[src/rtl/nonce_tx_pkg.sv]
// Shared constants, FSM state encoding and line geometry for the nonce TX framer.
// Optional build macro FRAME_CHECKSUM_EN appends a checksum trailer word to each line.
package nonce_tx_pkg;

  localparam logic [31:0] MAGIC     = 32'hA5C3_5A3C;
  localparam logic [5:0]  TX_TYPE   = 6'h2A;
  localparam logic [31:0] PAD_NONCE = 32'hFFFF_FFFF;

  typedef enum logic [2:0] {
    IDLE,
    VS,
    GAP1,
    HS,
    GAP2,
    LINE,
    TRAIL
  } state_t;

  // Words on one line: header plus two nonces per word, plus the optional trailer
  function automatic int line_words(input int npl);
`ifdef FRAME_CHECKSUM_EN
    return 2 + npl / 2;
`else
    return 1 + npl / 2;
`endif
  endfunction

endpackage

[src/rtl/nonce_fifo.sv]
// Nonce buffer: synchronous FIFO, depth 2^AW, with a two-entry look-ahead read
// port so the framer can drain two nonces per line word.
module nonce_fifo #(
  parameter int AW = 2,
  parameter int W  = 32
) (
  input  logic          i_clk,
  input  logic          i_rst,
  input  logic          i_push,
  input  logic [W-1:0]  i_wdata,
  input  logic [1:0]    i_pop,
  output logic [W-1:0]  o_rdata0,
  output logic [W-1:0]  o_rdata1,
  output logic          o_full,
  output logic          o_empty,
  output logic [AW:0]   o_count
);
  localparam int DEPTH = 1 << AW;

  logic [W-1:0]  r_mem [DEPTH];
  logic [AW-1:0] r_wr_ptr;
  logic [AW-1:0] r_rd_ptr;
  logic [AW-1:0] w_rd_ptr1;
  logic [AW:0]   r_count;
  logic          w_wr_en;

  // A push into a full FIFO still lands when a pop frees a slot the same cycle
  assign o_full    = (r_count == (AW+1)'(DEPTH));
  assign o_empty   = (r_count == '0);
  assign o_count   = r_count;
  assign w_wr_en   = i_push && (!o_full || (i_pop != 2'b00));
  assign w_rd_ptr1 = r_rd_ptr + 1'b1;
  assign o_rdata0  = r_mem[r_rd_ptr];
  assign o_rdata1  = r_mem[w_rd_ptr1];

  // Storage array; contents are don't-care until written
  always_ff @(posedge i_clk) begin
    if (w_wr_en) r_mem[r_wr_ptr] <= i_wdata;
  end

  // Pointer and occupancy tracking; pop of 0, 1 or 2 entries per cycle
  always_ff @(posedge i_clk or posedge i_rst) begin
    if (i_rst) begin
      r_wr_ptr <= '0;
      r_rd_ptr <= '0;
      r_count  <= '0;
    end else begin
      if (w_wr_en) r_wr_ptr <= r_wr_ptr + 1'b1;
      r_rd_ptr <= r_rd_ptr + AW'(i_pop);
      r_count  <= r_count + (AW+1)'(w_wr_en) - (AW+1)'(i_pop);
    end
  end

endmodule

[src/rtl/nonce_tx_framer.sv]
// Golden-nonce return path: buffers nonces and packs them into short CSI-2 TX
// frames (VSYNC, gap, HSYNC, gap, one line, trailing gap).
// Build macro FRAME_CHECKSUM_EN adds a trailer word {32'h0, XOR of real nonces}.
module nonce_tx_framer
  import nonce_tx_pkg::*;
#(
  parameter int FIFO_AW   = 2,
  parameter int NPL       = 4,
  parameter int SYNC_CYC  = 4,
  parameter int GAP_CYC   = 8,
  parameter int FLUSH_CYC = 1024
) (
  input  logic        tx_pixel_clk,
  input  logic        reset,
  input  logic        nonce_valid,
  input  logic [31:0] nonce,
  output logic        nonce_ready,
  output logic        tx_vsync,
  output logic        tx_hsync,
  output logic        tx_valid,
  output logic [63:0] tx_data,
  output logic [5:0]  tx_type,
  output logic [15:0] tx_hres,
  output logic        busy,
  output logic        overflow,
  output logic [15:0] frame_seq
);
  localparam int LW   = line_words(NPL);
  localparam int HALF = NPL / 2;
  localparam int TW   = $clog2(FLUSH_CYC + 1);

  state_t        r_state, w_next;
  logic [15:0]   r_cnt, w_cnt_nxt;
  logic [TW-1:0] r_timer;
  logic [15:0]   r_n, r_seq, w_n;
  logic          r_ovf;
  logic          r_vsync, r_hsync, r_valid;
  logic [63:0]   r_data;
  logic          w_vsync, w_hsync, w_valid, w_latch, w_seq_inc, w_go;
  logic [63:0]   w_data;
  logic [1:0]    w_pop;
  logic [31:0]   w_rdata0, w_rdata1;
  logic          w_full, w_empty;
  logic [FIFO_AW:0] w_count;
  logic [15:0]   w_slot_lo, w_slot_hi;
  logic          w_lo_real, w_hi_real;
`ifdef FRAME_CHECKSUM_EN
  logic [31:0]   r_csum, w_csum_term;
`endif

  nonce_fifo #(.AW(FIFO_AW), .W(32)) u_fifo (
    .i_clk    (tx_pixel_clk),
    .i_rst    (reset),
    .i_push   (nonce_valid),
    .i_wdata  (nonce),
    .i_pop    (w_pop),
    .o_rdata0 (w_rdata0),
    .o_rdata1 (w_rdata1),
    .o_full   (w_full),
    .o_empty  (w_empty),
    .o_count  (w_count)
  );

  // Line word k carries nonce slots 2k-2 (low half) and 2k-1 (high half)
  assign w_slot_lo = {r_cnt[14:0], 1'b0} - 16'd2;
  assign w_slot_hi = w_slot_lo + 16'd1;
  assign w_lo_real = (w_slot_lo < r_n);
  assign w_hi_real = (w_slot_hi < r_n);
  assign w_go      = (int'(w_count) >= NPL) || (r_timer >= TW'(FLUSH_CYC));
  assign w_n       = (int'(w_count) >= NPL) ? 16'(NPL) : 16'(w_count);

  // Next-state, phase counter and unregistered line outputs
  always_comb begin
    w_next    = r_state;
    w_cnt_nxt = r_cnt + 16'd1;
    w_vsync   = 1'b0;
    w_hsync   = 1'b0;
    w_valid   = 1'b0;
    w_data    = '0;
    w_pop     = 2'b00;
    w_latch   = 1'b0;
    w_seq_inc = 1'b0;
    case (r_state)
      IDLE: begin
        w_cnt_nxt = '0;
        if (w_go) begin
          w_next  = VS;
          w_latch = 1'b1;
        end
      end
      VS: begin
        w_vsync = 1'b1;
        if (r_cnt == 16'(SYNC_CYC - 1)) begin w_next = GAP1; w_cnt_nxt = '0; end
      end
      GAP1: if (r_cnt == 16'(GAP_CYC - 1)) begin w_next = HS; w_cnt_nxt = '0; end
      HS: begin
        w_hsync = 1'b1;
        if (r_cnt == 16'(SYNC_CYC - 1)) begin w_next = GAP2; w_cnt_nxt = '0; end
      end
      GAP2: if (r_cnt == 16'(GAP_CYC - 1)) begin w_next = LINE; w_cnt_nxt = '0; end
      LINE: begin
        w_valid = 1'b1;
        if (r_cnt == 16'd0) begin
          w_data = {MAGIC, r_seq, r_n};
        end else if (r_cnt <= 16'(HALF)) begin
          w_data = {w_hi_real ? w_rdata1 : PAD_NONCE, w_lo_real ? w_rdata0 : PAD_NONCE};
          // hi_real implies lo_real, so this encodes pop count 0/1/2
          w_pop  = {w_hi_real, w_lo_real & ~w_hi_real};
        end
`ifdef FRAME_CHECKSUM_EN
        else begin
          w_data = {32'h0, r_csum};
        end
`endif
        if (r_cnt == 16'(LW - 1)) begin w_next = TRAIL; w_cnt_nxt = '0; end
      end
      TRAIL: begin
        if (r_cnt == 16'(GAP_CYC - 1)) begin
          w_next    = IDLE;
          w_cnt_nxt = '0;
          w_seq_inc = 1'b1;
        end
      end
      default: w_next = IDLE;
    endcase
  end

  // State register, flush timer, latched nonce count, frame sequence and overflow flag
  always_ff @(posedge tx_pixel_clk or posedge reset) begin
    if (reset) begin
      r_state <= IDLE;
      r_cnt   <= '0;
      r_timer <= '0;
      r_n     <= '0;
      r_seq   <= '0;
      r_ovf   <= 1'b0;
    end else begin
      r_state <= w_next;
      r_cnt   <= w_cnt_nxt;
      if (w_latch || (r_state != IDLE)) r_timer <= '0;
      else if (!w_empty)                r_timer <= r_timer + 1'b1;
      if (w_latch)   r_n   <= w_n;
      if (w_seq_inc) r_seq <= r_seq + 16'd1;
      if (nonce_valid && w_full && (w_pop == 2'b00)) r_ovf <= 1'b1;
    end
  end

`ifdef FRAME_CHECKSUM_EN
  assign w_csum_term = (w_lo_real ? w_rdata0 : 32'h0) ^ (w_hi_real ? w_rdata1 : 32'h0);

  // Running XOR of the nonces drained into the current line (padding excluded)
  always_ff @(posedge tx_pixel_clk or posedge reset) begin
    if (reset)                r_csum <= '0;
    else if (w_latch)         r_csum <= '0;
    else if (w_pop != 2'b00)  r_csum <= r_csum ^ w_csum_term;
  end
`endif

  // Registered line-side outputs, cleared immediately on reset to abort a frame
  always_ff @(posedge tx_pixel_clk or posedge reset) begin
    if (reset) begin
      r_vsync <= 1'b0;
      r_hsync <= 1'b0;
      r_valid <= 1'b0;
      r_data  <= '0;
    end else begin
      r_vsync <= w_vsync;
      r_hsync <= w_hsync;
      r_valid <= w_valid;
      r_data  <= w_data;
    end
  end

  assign nonce_ready = ~w_full;
  assign tx_vsync    = r_vsync;
  assign tx_hsync    = r_hsync;
  assign tx_valid    = r_valid;
  assign tx_data     = r_data;
  assign tx_type     = TX_TYPE;
  assign tx_hres     = 16'(8 * LW);
  assign busy        = (r_state != IDLE);
  assign overflow    = r_ovf;
  assign frame_seq   = r_seq;

endmodule

[config.mk]
export PLATFORM = sky130hd
export DESIGN_NAME = nonce_tx_framer
export DESIGN_NICKNAME = d
export VERILOG_FILES = /design/src/rtl/nonce_tx_pkg.sv /design/src/rtl/nonce_fifo.sv /design/src/rtl/nonce_tx_framer.sv
export SDC_FILE = /design/constraint.sdc
export NUM_CORES = 1
export LEC_CHECK = 0
export ABC_AREA = 1
export CAP_MARGIN = 20
export CORE_ASPECT_RATIO = 0.9
export CORE_MARGIN = 1.5
export CORE_UTILIZATION = 40
export CTS_CLUSTER_SIZE = 30
export DETAILED_ROUTE_END_ITERATION = 8
export SLEW_MARGIN = 5
export SYNTH_ARGS = -nofsm -noshare
export SYNTH_HDL_FRONTEND = slang
export SYNTH_SLANG_ARGS = --single-unit
export TNS_END_PERCENT = 10
[constraint.sdc]
create_clock -name tx_pixel_clk -period 4.85 [get_ports tx_pixel_clk]
set_clock_uncertainty 0.15 [all_clocks]
set_input_delay 0.485 -clock tx_pixel_clk [delete_from_list [all_inputs] [get_ports tx_pixel_clk]]
set_output_delay 0.485 -clock tx_pixel_clk [all_outputs]
set_load 0.005 [all_outputs]
# --- Yosys cells after proc, flatten, opt, wreduce, memory -nomap -nowiden ---
# Memory sizes are Yosys's and may differ from the RTL's.
# Index checks and enable logic that the tools add are counted.
word_totals:
  out_inout_bits: 108
  ram_bits: 128
  memories: 1
  register_bits: 137
  in_bits: 35
  elab_cells: 98
memory_table:
  columns: ["name", "depth", "width", "rd", "rd_clocked_by_memory_dff", "wr", "line", "source"]
  rows:
  - ["u_fifo.r_mem", 4, 32, 2, 0, 1, "nonce_fifo.sv:20", "logic [W-1:0] r_mem [DEPTH];"]
op_classes:
  bitwise_logic: 3
  n_lt_le_gt_ge: 5
  mux: 32
  n_addsub: 10
  n_eq_ne: 18
  n_reduce_logical: 16
op_table:
  columns: ["operator", "count"]
  rows:
  - ["two-way mux 64 bit", 3]
  - ["two-way mux 32 bit", 2]
  - ["case mux 16 bit (4 select lines)", 1]
  - ["adder 16 x 1 -> 16 bit, second input constant", 3]
  - ["two-way mux 16 bit", 3]
  - ["== test 16 x 2 -> 1 bit, second input constant", 2]
  - ["< comparator 16 bit", 2]
  - ["two-way mux 3 bit", 8]
  - ["two-way mux 11 bit", 2]
  - ["case mux 3 bit (7 select lines)", 1]
  - ["== test 16 x 3 -> 1 bit, second input constant", 1]
  - ["<= comparator 16 x 2 -> 1 bit, second input constant", 1]
  - ["logical NOT 16 bit", 1]
  - ["subtractor 16 x 2 -> 16 bit, second input constant", 1]
  - ["!= test 2 bit, second input constant", 7]
  - ["== test 3 bit, second input constant", 4]
  - ["adder 11 x 1 -> 11 bit, second input constant", 1]
  - [">= comparator 11 bit, second input constant", 1]
  - ["two-way mux 1 bit", 9]
  - ["AND reduction 7 bit", 1]
  - ["== test 3 x 2 -> 1 bit, second input constant", 2]
  - ["logical NOT 3 bit", 2]
  - ["two-way mux 2 bit", 3]
  - ["adder 2 x 1 -> 2 bit, second input constant", 2]
  - ["16 further kinds", 21]

# --- Logic depth before layout (Yosys ltp) ---
depth:
  depth_word: 13
  mapped_depth: 18

# --- Cells and area by module ---
# Synthesis repeated with hierarchy kept, for this count alone.
hier_totals:
  cells_unflattened: 1389
  hier_area_um2: 12464.5
by_module_without_submodules:
  columns: ["module", "area_per_inst_um2", "seq_area_each_um2", "n_inst", "cells_per_inst"]
  rows:
  - ["nonce_fifo", 6323.6, 4018.9, 1, 608]
  - ["nonce_tx_framer", 6140.9, 2927.8, 1, 781]

# --- Least setup slack after synthesis ---
# No wires, ideal clock.
synth_timing:
  path_kind: "register to register"
  start: "register r_cnt[0]"
  end: "memory u_fifo.r_mem[0][0], enable pin"
  required_ns: 4.304
  n_path_buf: 0
  stages_incl_launch_ff: 14
  setup_time_ns: 0.396
  synth_period_minus_slack_ns: 3.268
  t_arrival_ns: 2.723
  slack_ns: 1.582
  cell_sequence: "dfrtp_1 > inv_1 > ha_1 > inv_1 > ha_1 > inv_1 > nor2_1 > nor2_1 > inv_1 > nor2_4 > nand4_4 > nand3_4 > nand2_4 > nor2_2"
synth_between:
  elab_chain_len: 13
  word_cells_on_any_way: 16
  cone_classes: "add/sub (2); order compare (3); mux (5); bitwise (2); reduce/logical (4)"
synth_rtl:
  columns: ["element", "line", "source"]
  rows:
  - ["from (decl)", "nonce_tx_framer.sv:33", "logic [15:0] r_cnt, w_cnt_nxt;"]
  - ["from (signal assigned)", "nonce_tx_framer.sv:139", "r_cnt <= w_cnt_nxt;"]
  - ["subtractor 16 x 2 -> 16 bit", "nonce_tx_framer.sv:65", "assign w_slot_lo = {r_cnt[14:0], 1'b0} - 16'd2;"]
  - ["adder 16 x 1 -> 16 bit", "nonce_tx_framer.sv:66", "assign w_slot_hi = w_slot_lo + 16'd1;"]
  - ["< comparator 16 bit", "nonce_tx_framer.sv:68", "assign w_hi_real = (w_slot_hi < r_n);"]
  - ["NOT 1 bit", "nonce_tx_framer.sv:108", "w_pop = {w_hi_real, w_lo_real & ~w_hi_real};"]
  - ["bitwise AND 1 bit", "nonce_tx_framer.sv:108", null]
  - ["two-way mux 2 bit", "nonce_tx_framer.sv:105", "end else if (r_cnt <= 16'(HALF)) begin"]
  - ["two-way mux 2 bit *", "nonce_tx_framer.sv:103", "if (r_cnt == 16'd0) begin"]
  - ["two-way mux 2 bit *", "nonce_tx_framer.sv:83", "case (r_state)"]
  - ["nonzero test 2 bit *", "nonce_fifo.sv:31", "assign w_wr_en = i_push && (!o_full || (i_pop != 2'b00));"]
  - ["logical OR 1 bit *", "nonce_fifo.sv:31", null]
  - ["logical AND 1 bit *", "nonce_fifo.sv:31", null]
  - ["two-way mux 1 bit *", "nonce_fifo.sv:38", "if (w_wr_en) r_mem[r_wr_ptr] <= i_wdata;"]
  - ["two-way mux 1 bit (not written as such) *", "nonce_fifo.sv:38", null]
  - ["to (decl)", "nonce_fifo.sv:20", null]
# Every way passes the cells marked *; elsewhere a longest branch is shown, timed or not.

# --- Worst setup path in the final report ---
layout_timing:
  start: "register r_cnt[0]"
  end: "memory u_fifo.r_mem[3][22], enable pin"
# Same word-level chain as after synthesis.

==> run summary <==
The flow ran to the end, and the final reports show no timing, DRC or antenna violations. The xor/xnor cell area share of the yosys netlist is 0.0180. The tools report the via count of the first global-routing pass as 8862. Among the stages of the critical path, the cell type that occurs most often is sky130_fd_sc_hd__inv_1. The data required time of the worst path was 4.93 ns; the via total after detailed routing was 9100.

The layout overhead on the synthesized area came out at 21.2%. The count of state elements after synthesis was 252; the final hold violation count was 0. By startpoint and endpoint, the worst setup path is classified as register to register. The worst reg2reg path endpoint is u_fifo.r_mem[3][22]. TritonCTS built the clock tree.

The die covers 31400 µm². Clock latency on the worst-skew pair, taken at its later pin, is 0.56 ns. Fraction of final layout cells sized beyond drive strength 1: 0.0836. The tools report the critical path endpoint category as a register.

The worst path buffer plus inverter count is 5, and the cell area after synthesis is 12100 µm². Number of cells on the worst reg-to-reg path: 14. The netlist uses 44 different library cells. The overall power after layout is 7.00 mW, and the proportion of synthesized flip-flops having asynchronous set or reset is 0.492. In this run the power density over the cells is 476 nW/µm². Deepest level of the CTS H-tree: 1. The mean number of vias per cell was 5.01; the post-synthesis instance total was 1284.

Part of the Yosys area used for sequential elements: 0.572. The area share of fa/ha/maj cells after synthesis is 0.0192. The slowest stage of the critical path belongs to the cell sky130_fd_sc_hd__nor2_4. For this run, the leading register cell type out of synthesis is sky130_fd_sc_hd__edfxtp_1. Setup repair after global routing left no endpoint under its margin.

STA classifies the critical path startpoint as a register. The path class of the tightest hold or removal check is primary input to asynchronous set/reset pin. The logs give 0.406 for the initial core utilization and 1761 for the cell count after placement. The run gives 14700 µm² as the total non-filler cell area in the finished layout.

Walking the worst path, the cells encountered are inv_1 > ha_1 > inv_1 > ha_1 > inv_1 > nor2_1 > nor2_1 > inv_1 > nor2_4 > nand4_4 > nand3_4 > nand2_4 > nor2_4 > buf_4. The tools report the count of synthesis-stage warnings from yosys as 0. After detailed routing, the number of remaining DRC violations is 0. A synthesized cell averages 9.45 µm². After clock tree synthesis, the clock-pin slew on the worst setup and hold paths is 0.06 ns. Along the worst path, the maximum fanout reaches 19.

After synthesis, the cell types taking the most area are sky130_fd_sc_hd__edfxtp_1 (32%), sky130_fd_sc_hd__dfrtp_1 (26%), sky130_fd_sc_hd__nand2_1 (7.0%), sky130_fd_sc_hd__inv_1 (5.1%), sky130_fd_sc_hd__o21ai_0 (5.0%). For the number of buffers added by the clock tree synthesis step, the log shows 29. Actual slew at the worst max-slew pin: 0.892 ns. The switching part of the total came out at 0.299. The analysis attributes to cell leakage a power of 6.45 nW. The tree is rooted in a sky130_fd_sc_hd__clkbuf_16.

For the maximum clock path buffer count, the log shows 3. The worst voltage drop across the vdd grid was 298 µV. The simple-gate portion of the synthesized area is 0.169, and the total routing resource utilization after global routing is 0.186.

For the finished layout, the period the worst path requires is 3.46 ns. In the layout the commonest cells are sky130_fd_sc_hd__nand2_1 (225), sky130_fd_sc_hd__inv_1 (164), sky130_fd_sc_hd__edfxtp_1 (128). Combinational family with the most area after synthesis: simple AND/OR/NAND/NOR gates.

The arrival time reported for the critical path endpoint is 3.54 ns. The final core area utilization is 0.492. Once detail routing completed, the nets flagged for antenna violations numbered 0. The overall die width works out to 187 µm. The proportion of synthesized area in mux cells is 0, and the cts-stage hold buffer count is 0. The post-route fraction of the period consumed by the critical path was 0.713.

The total overflow left after global routing is 0. Summed over all nets, the switching power comes to 2.09 mW. The number of I/O port buffers was 120. The tools report the startpoint of the lowest-slack register-to-register path as r_cnt[0]. The number of antenna violations at the first check in global routing was 0. The area fraction of the dominant cell type after synthesis came out at 0.317.

The final layout contains 1442 nets. The sequential share of power is 0.404. The sum of routed wire length over all layers is 29200 µm, and the number of detailed-routing iterations run before antenna repair is 5.

At the placement stage, the worst setup path has a slack of 1.39 ns. The logs give 0.354 for the clock group share of total power and 46600 µm for the global-route wire length before repair. The tool flagged a number of max-cap violations equal to 0. Normalized max-slew margin: 0.405.

The maximum number of pins on one net before global-route repair came out at 104. The kind of cell with the highest combined delay along the critical path is simple AND/OR/NAND/NOR gates. The final count of pins violating max slew was 0. The commonest non-fill, non-tap cell in the layout is sky130_fd_sc_hd__nand2_1. Most area-hungry cell type in the Yosys netlist: sky130_fd_sc_hd__edfxtp_1. The run gives 0.242 as the logic gate share of total power. The chip height is 168 µm, and the worst hold slack is 0.324 ns. The finished layout holds 1815 standard cells, fillers aside. The core area is 29900 µm². The tools report the least setup slack across all paths after layout as 1.39 ns. The final weighted congestion in routability-driven placement was 0.887; the clock sink count was 252. After clock tree synthesis, the repair step resized 0 gates. The number of setup buffers added after CTS was 0. For this design the top-level I/O count stands at 143. Setup violations remaining at the end of the flow were counted as 0. After the first detailed-routing iteration, the DRC count stood at 703. Internal power comes to 4.91 mW. The standard cell area after detailed placement was 13600 µm². Yosys mapped a number of flops with a built-in enable equal to 128.

The setup check on the worst reg-to-reg path leaves a slack of 1.39 ns. The initialized floorplan defines 60 standard-cell rows. In this design, the stage delay of the slowest critical-path cell is 0.54 ns. Adding up every negative setup slack in the final design gives 0 ns. The post-synthesis compound-gate area fraction works out to 0.131. The fmax was 289 MHz; the detailed-route wire length per cell was 16.1 µm.

The number of diodes added for antenna fixing is 0. Detailed placement ended at an HPWL of 19700 µm.
## power groups by stage
stage | Sequential [mW] | Clock (mW) | Combinational, mW
after CTS | 2.83 | 2.52 | 1.71
final | 2.83 | 2.48 | 1.69
after detailed placement | 2.87 | 0 | 1.70
after global placement | 2.87 | 0 | 1.68
after global routing | 2.87 | 2.61 | 1.90
after floorplan | 2.85 | 0 | 1.04
## cell families after synthesis
| logic type | Yosys count |
|---|---|
| and+or+nand+nor | 436 |
| adders and majority gates | 18 |
| xor gates and xnor gates | 25 |
| other | 2 |
| DFF | 252 |
| AOI/OAI and AO/OA | 297 |
| buffers and inverters | 254 |
## flip-flops by register name (all words and copies together) (netlist names)
signal           cells
u_fifo.r_mem       128
tx_data             64
frame_seq           16
r_cnt               16
r_timer             11
r_n                  3
r_state              3
u_fifo.o_count       3
u_fifo.r_rd_ptr      2
u_fifo.r_wr_ptr      2
overflow             1
tx_hsync             1
tx_valid             1
tx_vsync             1
## worst reg2reg max path, cell delays in order (launching register included)
cell and delay (ns):
sky130_fd_sc_hd__dfrtp_1 0.42, sky130_fd_sc_hd__inv_1 0.20, sky130_fd_sc_hd__ha_1 0.27, sky130_fd_sc_hd__inv_1 0.08, sky130_fd_sc_hd__ha_1 0.23, sky130_fd_sc_hd__inv_1 0.07, sky130_fd_sc_hd__nor2_1 0.04, sky130_fd_sc_hd__nor2_1 0.12
sky130_fd_sc_hd__inv_1 0.08, sky130_fd_sc_hd__nor2_4 0.16, sky130_fd_sc_hd__nand4_4 0.15, sky130_fd_sc_hd__nand3_4 0.14, sky130_fd_sc_hd__nand2_4 0.12, sky130_fd_sc_hd__nor2_4 0.54, sky130_fd_sc_hd__buf_4 0.35
## cells in the mapped netlist (24+ instances only)
| cell | instances |
|---|---|
| sky130_fd_sc_hd__nand3_1 | 70 |
| sky130_fd_sc_hd__o21ai_1 | 78 |
| sky130_fd_sc_hd__edfxtp_1 | 128 |
| sky130_fd_sc_hd__o21ai_0 | 122 |
| sky130_fd_sc_hd__dfrtp_1 | 124 |
| sky130_fd_sc_hd__o211ai_1 | 31 |
| sky130_fd_sc_hd__nor2_1 | 72 |
| sky130_fd_sc_hd__buf_4 | 24 |
| sky130_fd_sc_hd__clkbuf_1 | 40 |
| sky130_fd_sc_hd__nand2_1 | 226 |
| sky130_fd_sc_hd__inv_1 | 165 |
| sky130_fd_sc_hd__a21oi_1 | 59 |
## worst max path at each step
stage                  start                  end  slack, ns  cells after the start
global placement    r_cnt[0]  u_fifo.r_mem[3][29]       1.43                     14
CTS                 r_cnt[0]  u_fifo.r_mem[3][22]       1.34                     14
finish              r_cnt[0]  u_fifo.r_mem[3][22]       1.39                     14
floorplan              reset         frame_seq[0]       0.92                      1
detailed placement  r_cnt[0]  u_fifo.r_mem[3][26]       1.39                     14
global route        r_cnt[0]  u_fifo.r_mem[3][22]       1.14                     14
## metal layers
metal  vias to the layer above  track usage  part of all wire
met4                         0       0.0624             0.027
met1                      4333        0.252              0.46
met5                         -            0                 0
met2                       273        0.306              0.46
li1                       4441            -                 -
met3                        53       0.0281             0.052
## cell type report
| class | count | area, µm² |
|---|---|---|
| fill | 2723 | 15200 |
| timing repair buffer | 131 | 1300 |
| tap | 403 | 504 |
| inverter | 177 | 667 |
| clock buffer | 35 | 768 |
| sequential | 252 | 6950 |
| multi-input combinational | 798 | 4200 |
| clock inverter | 19 | 325 |
Power figures use the tool's default switching activity.
